### config.mk
export PLATFORM = sky130hd
export DESIGN_NAME = io_port_bank
export DESIGN_NICKNAME = d
export VERILOG_FILES = /design/src/rtl/io_port_bank.sv
export SDC_FILE = /design/constraint.sdc
export NUM_CORES = 1
export LEC_CHECK = 0
export CAP_MARGIN = 20
export CORE_UTILIZATION = 30
export DETAILED_ROUTE_END_ITERATION = 8
export SLEW_MARGIN = 20
export SYNTH_ARGS = -nofsm -noshare
export SYNTH_HDL_FRONTEND = slang
export SYNTH_SLANG_ARGS = --single-unit
### constraint.sdc
create_clock -name CLK -period 2.5 [get_ports CLK]
set_input_delay 0.375 -clock CLK [delete_from_list [all_inputs] [get_ports CLK]]
set_output_delay 0.375 -clock CLK [all_outputs]
set_load 0.03 [all_outputs]
### src/rtl/io_port_bank.sv
// Memory-mapped I/O port bank: output registers with write strobes, synchronised
// inputs, per-port change flags (write-1-to-clear) and a maskable interrupt.
module io_port_bank #(
  parameter int DATA_W      = 8,
  parameter int ADDR_W      = 8,
  parameter int N_PORTS     = 16,
  parameter int OUT_BASE    = 'hE0,
  parameter int IN_BASE     = 'hF0,
  parameter int CTL_BASE    = 'hD0,
  parameter int SYNC_STAGES = 2
) (
  input  logic                        CLK,
  input  logic                        RST_L,
  input  logic [ADDR_W-1:0]           ADDRESS,
  input  logic [DATA_W-1:0]           DIN,
  input  logic                        EN_WRITE,
  output logic [DATA_W-1:0]           DOUT,
  input  logic [N_PORTS*DATA_W-1:0]   PORT_IN,
  output logic [N_PORTS*DATA_W-1:0]   PORT_OUT,
  output logic [N_PORTS-1:0]          OUT_STB,
  output logic                        IRQ
);
  localparam int NB = (N_PORTS + DATA_W - 1) / DATA_W;
  localparam int VW = NB * DATA_W;
  localparam int PW = N_PORTS * DATA_W;
  localparam int CW = $clog2(SYNC_STAGES + 2);
  localparam logic [VW-1:0] VALID = VW'({N_PORTS{1'b1}});

  function automatic bit spans_overlap(int a, int la, int b, int lb);
    return (a < b + lb) && (b < a + la);
  endfunction

  localparam bit CFG_BAD = (N_PORTS < 1) || (N_PORTS > 32) || (SYNC_STAGES < 2) ||
    spans_overlap(OUT_BASE, N_PORTS, IN_BASE, N_PORTS) ||
    spans_overlap(OUT_BASE, N_PORTS, CTL_BASE, 2 * NB) ||
    spans_overlap(IN_BASE, N_PORTS, CTL_BASE, 2 * NB);

  if (CFG_BAD) begin : g_cfg_check
    $fatal(1, "io_port_bank: bad configuration or overlapping address regions");
  end

  logic [PW-1:0]     sync_p [SYNC_STAGES];
  logic [PW-1:0]     prev_q;
  logic [VW-1:0]     flag_q;
  logic [VW-1:0]     mask_q;
  logic [CW-1:0]     arm_q;

  logic [PW-1:0]     sync_w;
  logic [VW-1:0]     chg_w;
  logic [VW-1:0]     set_w;
  logic [VW-1:0]     clr_w;
  logic [VW-1:0]     flag_d;
  logic [VW-1:0]     mask_d;
  logic [PW-1:0]     out_d;
  logic [N_PORTS-1:0] stb_d;
  logic [DATA_W-1:0] rd_d;
  int                addr_i;

  assign sync_w = sync_p[SYNC_STAGES-1];
  assign addr_i = int'(ADDRESS);

  always_comb begin
    chg_w = '0;
    for (int k = 0; k < N_PORTS; k++) begin
      chg_w[k] = |(sync_w[k*DATA_W +: DATA_W] ^ prev_q[k*DATA_W +: DATA_W]);
    end
  end

  // Flags only arm once the synchronisers hold post-reset input data.
  assign set_w  = (arm_q == '0) ? chg_w : '0;
  assign flag_d = ((flag_q & ~clr_w) | set_w) & VALID;

  always_comb begin
    out_d  = PORT_OUT;
    stb_d  = '0;
    clr_w  = '0;
    mask_d = mask_q;
    rd_d   = '0;
    for (int k = 0; k < N_PORTS; k++) begin
      if (addr_i == OUT_BASE + k) begin
        rd_d = PORT_OUT[k*DATA_W +: DATA_W];
        if (EN_WRITE) begin
          out_d[k*DATA_W +: DATA_W] = DIN;
          stb_d[k] = 1'b1;
        end
      end
      if (addr_i == IN_BASE + k) begin
        rd_d = sync_w[k*DATA_W +: DATA_W];
      end
    end
    for (int j = 0; j < NB; j++) begin
      if (addr_i == CTL_BASE + j) begin
        rd_d = flag_q[j*DATA_W +: DATA_W];
        if (EN_WRITE) clr_w[j*DATA_W +: DATA_W] = DIN;
      end
      if (addr_i == CTL_BASE + NB + j) begin
        rd_d = mask_q[j*DATA_W +: DATA_W];
        if (EN_WRITE) mask_d[j*DATA_W +: DATA_W] = DIN;
      end
    end
    mask_d = mask_d & VALID;
  end

  // Register stage: synchronisers, change history, bus-visible state.
  always_ff @(posedge CLK) begin
    if (!RST_L) begin
      for (int s = 0; s < SYNC_STAGES; s++) sync_p[s] <= '0;
      prev_q   <= '0;
      flag_q   <= '0;
      mask_q   <= '0;
      arm_q    <= CW'(SYNC_STAGES + 1);
      PORT_OUT <= '0;
      OUT_STB  <= '0;
      DOUT     <= '0;
      IRQ      <= 1'b0;
    end else begin
      sync_p[0] <= PORT_IN;
      for (int s = 1; s < SYNC_STAGES; s++) sync_p[s] <= sync_p[s-1];
      prev_q <= sync_w;
      if (arm_q != '0) arm_q <= arm_q - CW'(1);
      flag_q   <= flag_d;
      mask_q   <= mask_d;
      PORT_OUT <= out_d;
      OUT_STB  <= stb_d;
      DOUT     <= rd_d;
      IRQ      <= |(flag_q & mask_q);
    end
  end
endmodule
# Yosys cells after proc, flatten, opt, wreduce, memory -nomap -nowiden
# Memories as Yosys holds them, arrays and structs flattened.
# Index checks and enable logic that the tools add are counted.
# totals
ff_bits	315
latchBits	0
mem_bits_rw	256
romBits	0
in_bits	147
out_inout_bits	153
word_cells	197
mem_count	1
# memory_table
name	depth	width	read_ports	rd_ports_with_merged_regs	wr	line_no	rtl
sync_p	2	128	2	0	2	42	logic [PW-1:0] sync_p [SYNC_STAGES];
# classes
addsub	1
n_mul	0
div	0
order_cmp	0
n_eq_ne	36
shifts	0
n_mux	45
bitwise	22
n_reduce_logical	53
# ops
op	count
$mux W8	39
$mux W128	2
$eq A8 B6 Y1 const B	16
$reduce_or A8 Y1	16
$xor A8 B8 Y8	16
$reduce_and A2 Y1	34
$eq A8 B5 Y1 const B	8
$and A16 B16 Y16	2
$eq A8 B4 Y1 const B	4
$eq A8 B7 Y1 const B	4
$eq A8 B3 Y1 const B	2
$mux W16	1
$not A16 Y16	1
$or A16 B16 Y16	1
$reduce_or A16 Y1	1
$eq A8 B1 Y1 const B	1
$eq A8 B2 Y1 const B	1
$mux W1	3
$logic_not A2 Y1	1
$or A1 B1 Y1	2
$reduce_bool A2 Y1	1
$sub A2 B1 Y2 const B	1

# Depth between registers and ports, before layout
# Gate-level depths: netlist (run 1).
# logic_depth
word_depth	37
depth_mapped	11
mapped_depth_nobuf	7

# Worst setup path before layout (run 1)
# No wires, ideal clock.
# synth_path
path_kind	in2reg
from	in ADDRESS[5]
to	reg DOUT[5]
setup_ns	0.127
arrival_time_ns	2.004
required_ns	2.373
setup_slack_ns	0.369
cell_stages	9
n_path_buf	2
path_cell_list	buf_2 -> and4b_1 -> clkbuf_1 -> and2_1 -> a221o_1 -> a211oi_1 -> o21ai_0 -> a211oi_1 -> a31oi_1
# synth_between
elab_chain_cells	37
elab_cells_between_ends	72
cone_classes	eq/ne (36); mux (36)
# synth_lines
element	line_no	rtl
from (decl)	14	input logic [ADDR_W-1:0] ADDRESS,
$eq A8 B6 Y1	80	if (addr_i == OUT_BASE + k) begin
$mux W8	80	
$mux W8	87	if (addr_i == IN_BASE + k) begin
$mux W8	80	
$mux W8	87	
$mux W8	80	
$mux W8	87	
$mux W8	80	
[... 21 more ...]	n/a	
$mux W8	80	
$mux W8	87	
$mux W8	80	
$mux W8	87	
$mux W8	92	if (addr_i == CTL_BASE + j) begin
$mux W8	96	if (addr_i == CTL_BASE + NB + j) begin
$mux W8	92	
$mux W8 *	96	
to (signal assigned)	125	DOUT <= rd_d;
to (decl)	17	output logic [DATA_W-1:0] DOUT,
# Every way passes the cells marked *; elsewhere a longest branch is shown, timed or not.
# A chain may end at the register's enable or synchronous reset.

# Worst setup path after layout (run 1)
# layout_path
from	in ADDRESS[2]
to	reg DOUT[0]
# The elaborated chain is that of the path after synthesis.

==> results of run 1 <==
==> state kept, by name, summed over array words and instances (netlist names) <==
name      flops
sync_p      256
PORT_OUT    128
prev_q      128
OUT_STB      16
flag_q       16
mask_q       16
DOUT          8
arm_q         2
IRQ           1
==> layout make-up <==
| cell class | count | area, um2 |
|---|---|---|
| tap | 959 | 1200 |
| timing repair buffer | 600 | 5370 |
| clock inverter | 28 | 390 |
| fill | 7221 | 42800 |
| sequential | 571 | 11400 |
| clock buffer | 86 | 1800 |
| inverter | 14 | 55.1 |
| multi-input combinational | 1630 | 9870 |
==> synthesized netlist by cell type, types with 6 or more instances <==
| library cell | count |
|---|---|
| o31ai_1 | 6 |
| nor2_1 | 89 |
| inv_1 | 13 |
| nand4_1 | 36 |
| a22oi_1 | 20 |
| o221ai_1 | 10 |
| a211oi_1 | 14 |
| a21oi_1 | 194 |
| and2_1 | 383 |
| clkbuf_1 | 133 |
| a221oi_1 | 17 |
| buf_6 | 8 |
| o2111ai_1 | 8 |
| nand2_1 | 233 |
| buf_1 | 8 |
| nor2b_1 | 9 |
| nand3_1 | 149 |
| nor4_1 | 12 |
| a32oi_1 | 6 |
| nor3_1 | 32 |
| xnor2_1 | 128 |
| and3_1 | 9 |
| o211ai_1 | 12 |
| o21ai_0 | 72 |
| mux2i_1 | 30 |
| o22ai_1 | 18 |
| nand2b_1 | 9 |
| a31oi_1 | 11 |
| a22o_1 | 11 |
| dfxtp_1 | 571 |
| a2111oi_0 | 10 |
| buf_2 | 28 |
==> power by group through the flow <==
stage          sequential, mW  combinational, mW  clock, mW
6_report                 9.61               1.52       9.72
5_1_grt                  9.63               1.63       10.3
4_1_cts                  9.61               1.51       9.92
3_5_place_dp             9.81               1.50          0
3_3_place_gp             9.81               1.50          0
2_1_floorplan            9.71              0.762          0
==> cell families (layout without fill, tap and decap cells) <==
kind of cell	after synthesis	in the layout	share of synthesized area, %
DFF	571	571	51.7
muxes	33	33	1.51
adders and majority gates	1	1	0.0566
buffers and inverters	194	728	3.77
AOI/OAI and AO/OA	461	461	13.2
xor gates and xnor gates	129	129	5.11
and+or+nand+nor	1006	1006	24.6
==> cell usage in the layout (no fill, tap or decap), types with 31 or more instances in the layout <==
cell	Yosys	layout
nand3_1	149	149
o21ai_0	72	71
a21oi_1	194	194
nand2_1	233	233
clkbuf_16	0	63
clkdlybuf4s50_1	0	294
nor3_1	32	31
xnor2_1	128	128
nand4_1	36	36
buf_4	3	293
nor2_1	89	89
dfxtp_1	571	571
and2_1	383	383
==> metal layers <==
| layer | vias up | share of wire [%] | GRT usage, % |
|---|---|---|---|
| met5 | - | 0 | 0 |
| met3 | 139 | 7.4 | 4.69 |
| met1 | 9125 | 43 | 28.8 |
| met2 | 696 | 46 | 35.6 |
| li1 | 9181 | - | - |
| met4 | 0 | 2.8 | 6.78 |
==> path summary, 6_finish.rpt <==
check                                   start              to  slack (ns)  cells past startpoint
worst max-delay path               ADDRESS[2]         DOUT[0]        0.03                     11
worst min-delay path                    RST_L  sync_p[0][252]        0.16                      2
worst max register to register    PORT_OUT[1]         DOUT[1]        0.18                      8
worst min register to register  sync_p[0][20]  sync_p[0][148]        0.42                      1
==> stage by stage <==
| stage | power (mW) | area, um2 | hold WS [ns] | TNS (ns) |
|---|---|---|---|---|
| floorplan | 10.5 | 22100 | 0.412 | 0 |
| global placement | 11.3 | 27900 | 0.417 | -16.41 |
| detailed placement | 11.3 | 27900 | 0.417 | -15.96 |
| CTS | 21.0 | 30100 | 0.130 | 0 |
| global route | 21.5 | 30100 | 0.151 | 0 |
| finish | 20.8 | 30100 | 0.161 | 0 |
==> flow_summary.yaml, run 1 <==
clock_network:
  clock_path_buffers: 3
  clkLatencyLatePin_ns: 0.64
  cts-resized-gates: 1
  cts_hold_buf: 0
  post-cts-setup-buffers: 0
  cts_root_buffer: "clkbuf_16"
  clk_pin_slew_ns: 0.07
  htreeDepth: 2
  tritoncts: "yes"
  cts_sinks: 571
  cts_buffers: 61
critical_path:
  crit_family: "buffers and inverters"
  critPathMaxStageDelay_ns: 0.61
  path_cells: "clkdlybuf4s50_1 > buf_4 > buf_4 > nand2_2 > buf_12 > nor3_1 > a221oi_1 > a2111oi_0 > buf_4 > o221ai_1 > nor2_1"
  cp_data_arrival_time_ns: 3.04
  crit_path_start_kind: "input port"
  required_ns: 3.07
  slowest_stage: "a2111oi_0"
  cp-end-kind: "register"
  crit_top_cell: "buf_4"
  path_class: "in2reg"
  crit_path_max_fanout: 10
  crit_buf_inv: 5
detailed_routing:
  drt-total-wl_mm: 83.8
  vias: 19141
  drt_pass1_iterations: 8
  drcViolationCount: 0
  drtIter0Drc: 1664
  wl_per_cell_um: 21.6
  drtAntennaViolNets: 0
  via_per_inst: 4.92
timing:
  drv_slew: 0
  min_period_ns: 2.47
  rsz0062_at_grt: "false"
  fin_ws_ns: 0.0330
  finalSetupViolCount: 0
  finalClockSkew_ns: 0.0177
  tightest_slew_ns: 0.872
  max_clock_freq_mhz: 405
  post-route-period-util_pct: 98.7
  hold_viol: 0
  slew_headroom_pct: 41.9
placement:
  place_ws_ns: -0.606
  dp_hpwl_mm: 62.9
  placedCellCount: 3774
  gp_congestion: 0.958
  place.port_buffers: 299
run_status:
  run_status: "complete, no violations"
floorplanning:
  io_pins: 300
  core_um2: 73000
  chipHeight_um: 274
  die-area_um2: 74800
  initial_utilization_pct: 30.3
  rows: 99
  fp.dieW_um: 274
pwr:
  p_clk_share_pct: 46.6
  peakVddDrop_mv: 0.611
  swShare_pct: 23.3
  internal_power_mw: 16.0
  power_leakage_nw: 11.2
  power_density_nw_per_um2: 692
  combPwrFrac_pct: 7.3
  switchingPower_mw: 4.86
  power.share.sequential_pct: 46.1
synthesis:
  seq_area_frac_synth_pct: 51.7
  synth-seq-cells: 571
  ys_top_cells_by_area: "dfxtp_1 (52%), and2_1 (11%), xnor2_1 (5.1%)"
  post-synth-top-area-fraction_pct: 51.7
  syn_inst: 2395
  syn_area_per_cell_um2: 9.24
  synth_edf_count: 0
  ys_types: 88
  syn_nets: 2543
  yosysTopAreaCell: "dfxtp_1"
  synth_ff_type: "dfxtp_1"
  ys_warn_count: 0
  synthArstFlopShare_pct: 0
  syn_area_um2: 22100
flow_run:
  max_cap_violations: 0
layout:
  final_cells: 3888
  finalNetCount: 3026
  drive_above_1_share_pct: 15.2
  final_util_pct: 41.3
  syn_to_final_growth_pct: 36.2
  antenna_cells: 0
min_path:
  hold_path_class: "in2reg"
global_route:
  grt_overflow: 0
  grt_max_degree: 272
  antenna_found_initial: 0
  grt_pass1_wl_mm: 122
  grt_pass1_vias: 18249
  grt.total_usage_pct: 21.9
Note: power is estimated with default switching activity, not from simulation.
==> inputs of run 2 (changes only) <==
==> constraint.sdc (replaced) <==
create_clock -name CLK -period 2.5 [get_ports CLK]
set_input_delay 0.375 -clock CLK [delete_from_list [all_inputs] [get_ports CLK]]
set_output_delay 0.375 -clock CLK [all_outputs]
set_load 0.02 [all_outputs]
==> results of run 2 <==
The final DEF is identical to that of run 1. Status: complete, no violations.
==> inputs of run 3 (changes only) <==
--- a/config.mk
+++ b/config.mk
@@ -6,8 +6,10 @@
 export NUM_CORES = 1
 export LEC_CHECK = 0
 export CAP_MARGIN = 20
-export CORE_UTILIZATION = 30
+export CORE_MARGIN = 10
+export CORE_UTILIZATION = 55
 export DETAILED_ROUTE_END_ITERATION = 8
+export PLACE_DENSITY = 0.8
 export SLEW_MARGIN = 20
 export SYNTH_ARGS = -nofsm -noshare
 export SYNTH_HDL_FRONTEND = slang
==> constraint.sdc (replaced) <==
create_clock -name CLK -period 2.3 [get_ports CLK]
set_input_delay 0.345 -clock CLK [delete_from_list [all_inputs] [get_ports CLK]]
set_output_delay 0.345 -clock CLK [all_outputs]
set_load 0.02 [all_outputs]
==> run 3 against run 2 <==
Sequential cell count unchanged. Critical path depth did not move. Routed wire length is 4.5% higher. Cell area is 1.4% lower. Utilization is 33 points higher. Critical endpoint is now DOUT[2]. Highest routed layer unchanged.
==> flow_summary.yaml, run 3 (same netlist as run 1, synthesis figures left out) <==
run_status:
  run_status: "complete, no violations"
clock_network:
  htreeDepth: 2
  cts_root_buffer: "clkbuf_16"
  cts_buffers: 55
  clock_path_buffers: 3
  clk_pin_slew_ns: 0.06
  clkLatencyLatePin_ns: 0.63
  tritoncts: "yes"
  cts_sinks: 571
layout:
  num-fill-cells: 2639
  top_register: "sync_p"
  syn_to_final_growth_pct: 34.2
  finalNetCount: 3027
  drive_above_1_share_pct: 16.2
  reg_top3: "sync_p: 256 flops, PORT_OUT: 128 flops, prev_q: 128 flops"
  antenna_cells: 0
  largest_reg_flops: 256
  mostFrequentLayoutCell: "dfxtp_1"
  finalInstanceArea_um2: 29700
  final_cell_mix: "dfxtp_1 (571), and2_1 (383), clkdlybuf4s50_1 (289), buf_4 (284), nand2_1 (232)"
pwr:
  p_clk_share_pct: 43.7
  switchingPower_mw: 5.18
  power_density_nw_per_um2: 731
  peakVddDrop_mv: 0.961
  combPwrFrac_pct: 8.1
  finalPower_mw: 21.7
  swShare_pct: 23.9
  power_leakage_nw: 11.2
  internal_power_mw: 16.5
  power.share.sequential_pct: 48.1
timing:
  max_clock_freq_mhz: 437
  setup_tns_ns: 0
  slew_headroom_pct: 56.0
  min_period_ns: 2.29
  holdWs_ns: 0.286
  finalSetupViolCount: 0
  drv_slew: 0
  finalClockSkew_ns: 0.0151
  hold_viol: 0
  tightest_slew_ns: 0.660
  post-route-period-util_pct: 99.6
  fin_ws_ns: 0.00955
flow_run:
  max_cap_violations: 0
placement:
  dp_hpwl_mm: 62.1
  place.port_buffers: 299
  place_area_um2: 27400
  place_ws_ns: -0.877
  gp_congestion: 1.03
critical_path:
  crit_path_max_fanout: 6
  crit_path_start_kind: "input port"
  path_class: "in2reg"
  cp_data_arrival_time_ns: 2.85
  required_ns: 2.86
  cp-end-kind: "register"
  ff2ff_path_depth: 8
floorplanning:
  rows: 73
  fp.dieW_um: 221
  die-area_um2: 48600
  initial_utilization_pct: 55.7
  io_pins: 300
  chipHeight_um: 221
  core_um2: 39700
detailed_routing:
  drt_pass1_iterations: 6
  via_per_inst: 5.97
  drtAntennaViolNets: 0
  drtIter0Drc: 2597
  vias: 20606
  wl_per_cell_um: 25.4
  drcViolationCount: 0
  drt-total-wl_mm: 87.6
min_path:
  hold_depth: 4
  hold_path_class: "in2reg"
global_route:
  antenna_found_initial: 0
  grt_overflow: 0
  grt_max_degree: 198
  grt_pass1_wl_mm: 129
  grt_pass1_vias: 20590
  grt.total_usage_pct: 35.0
[run 3: what timing repair did]
item,4_1_cts,5_1_grt
pin swaps,13,11
buffers inserted,5,2
gates cloned,3,1
setup endpoints to repair,7,8
hold buffers,0,0
resized for setup,26,31
[run 3: layout make-up]
cell class              count  area [um2]  share of cell area (%)
flip-flops and latches    571       11400                    38.5
multi-input cells        1630       10100                    33.9
repair buffers            607        5590                    18.8
clock buffers              80        1620                    5.46
well taps                 525         657                    2.21
clock inverters            23         282                   0.948
inverters                  14        55.1                   0.185
[run 3: path summary, 6_finish.rpt]
kind | start | end | slack [ns]
max reg2reg | sync_p[0][154] | DOUT[2] | 0.11
max | ADDRESS[3] | DOUT[2] | 0.01
min | EN_WRITE | flag_q[2] | 0.29
min reg2reg | sync_p[0][36] | sync_p[0][164] | 0.43
[run 3: per-stage QoR]
step                std cells  util [%]
finish                   3450      74.7
global route             3450      74.7
CTS                      3447      74.3
global placement         3336      68.9
floorplan                2395         -
detailed placement       3336      68.9
[run 3: power groups by stage]
stage | logic, mW | clock network, mW | registers (mW)
6_report | 1.77 | 9.49 | 10.5
2_1_floorplan | 0.829 | 0 | 10.5
3_3_place_gp | 1.60 | 0 | 10.6
4_1_cts | 1.71 | 9.48 | 10.4
5_1_grt | 1.86 | 9.88 | 10.5
3_5_place_dp | 1.64 | 0 | 10.7
[run 3: per-layer routing]
layer	part of all wire (%)	GRT usage, %	routed length [um]
met1	39	44.8	34300
met2	46	56.2	40400
met3	10	7.28	8890
met4	4.7	16.2	4140
met5	0	0	0
[run 3: critical path: stages]
cell and delay (ns):
clkdlybuf4s15_1 0.27, bufbuf_16 0.33, buf_4 0.15, or3_4 0.40
a21oi_4 0.14, o221ai_4 0.16, a32oi_2 0.31, o221ai_2 0.12
buf_4 0.16, a211o_1 0.32, a21oi_2 0.14
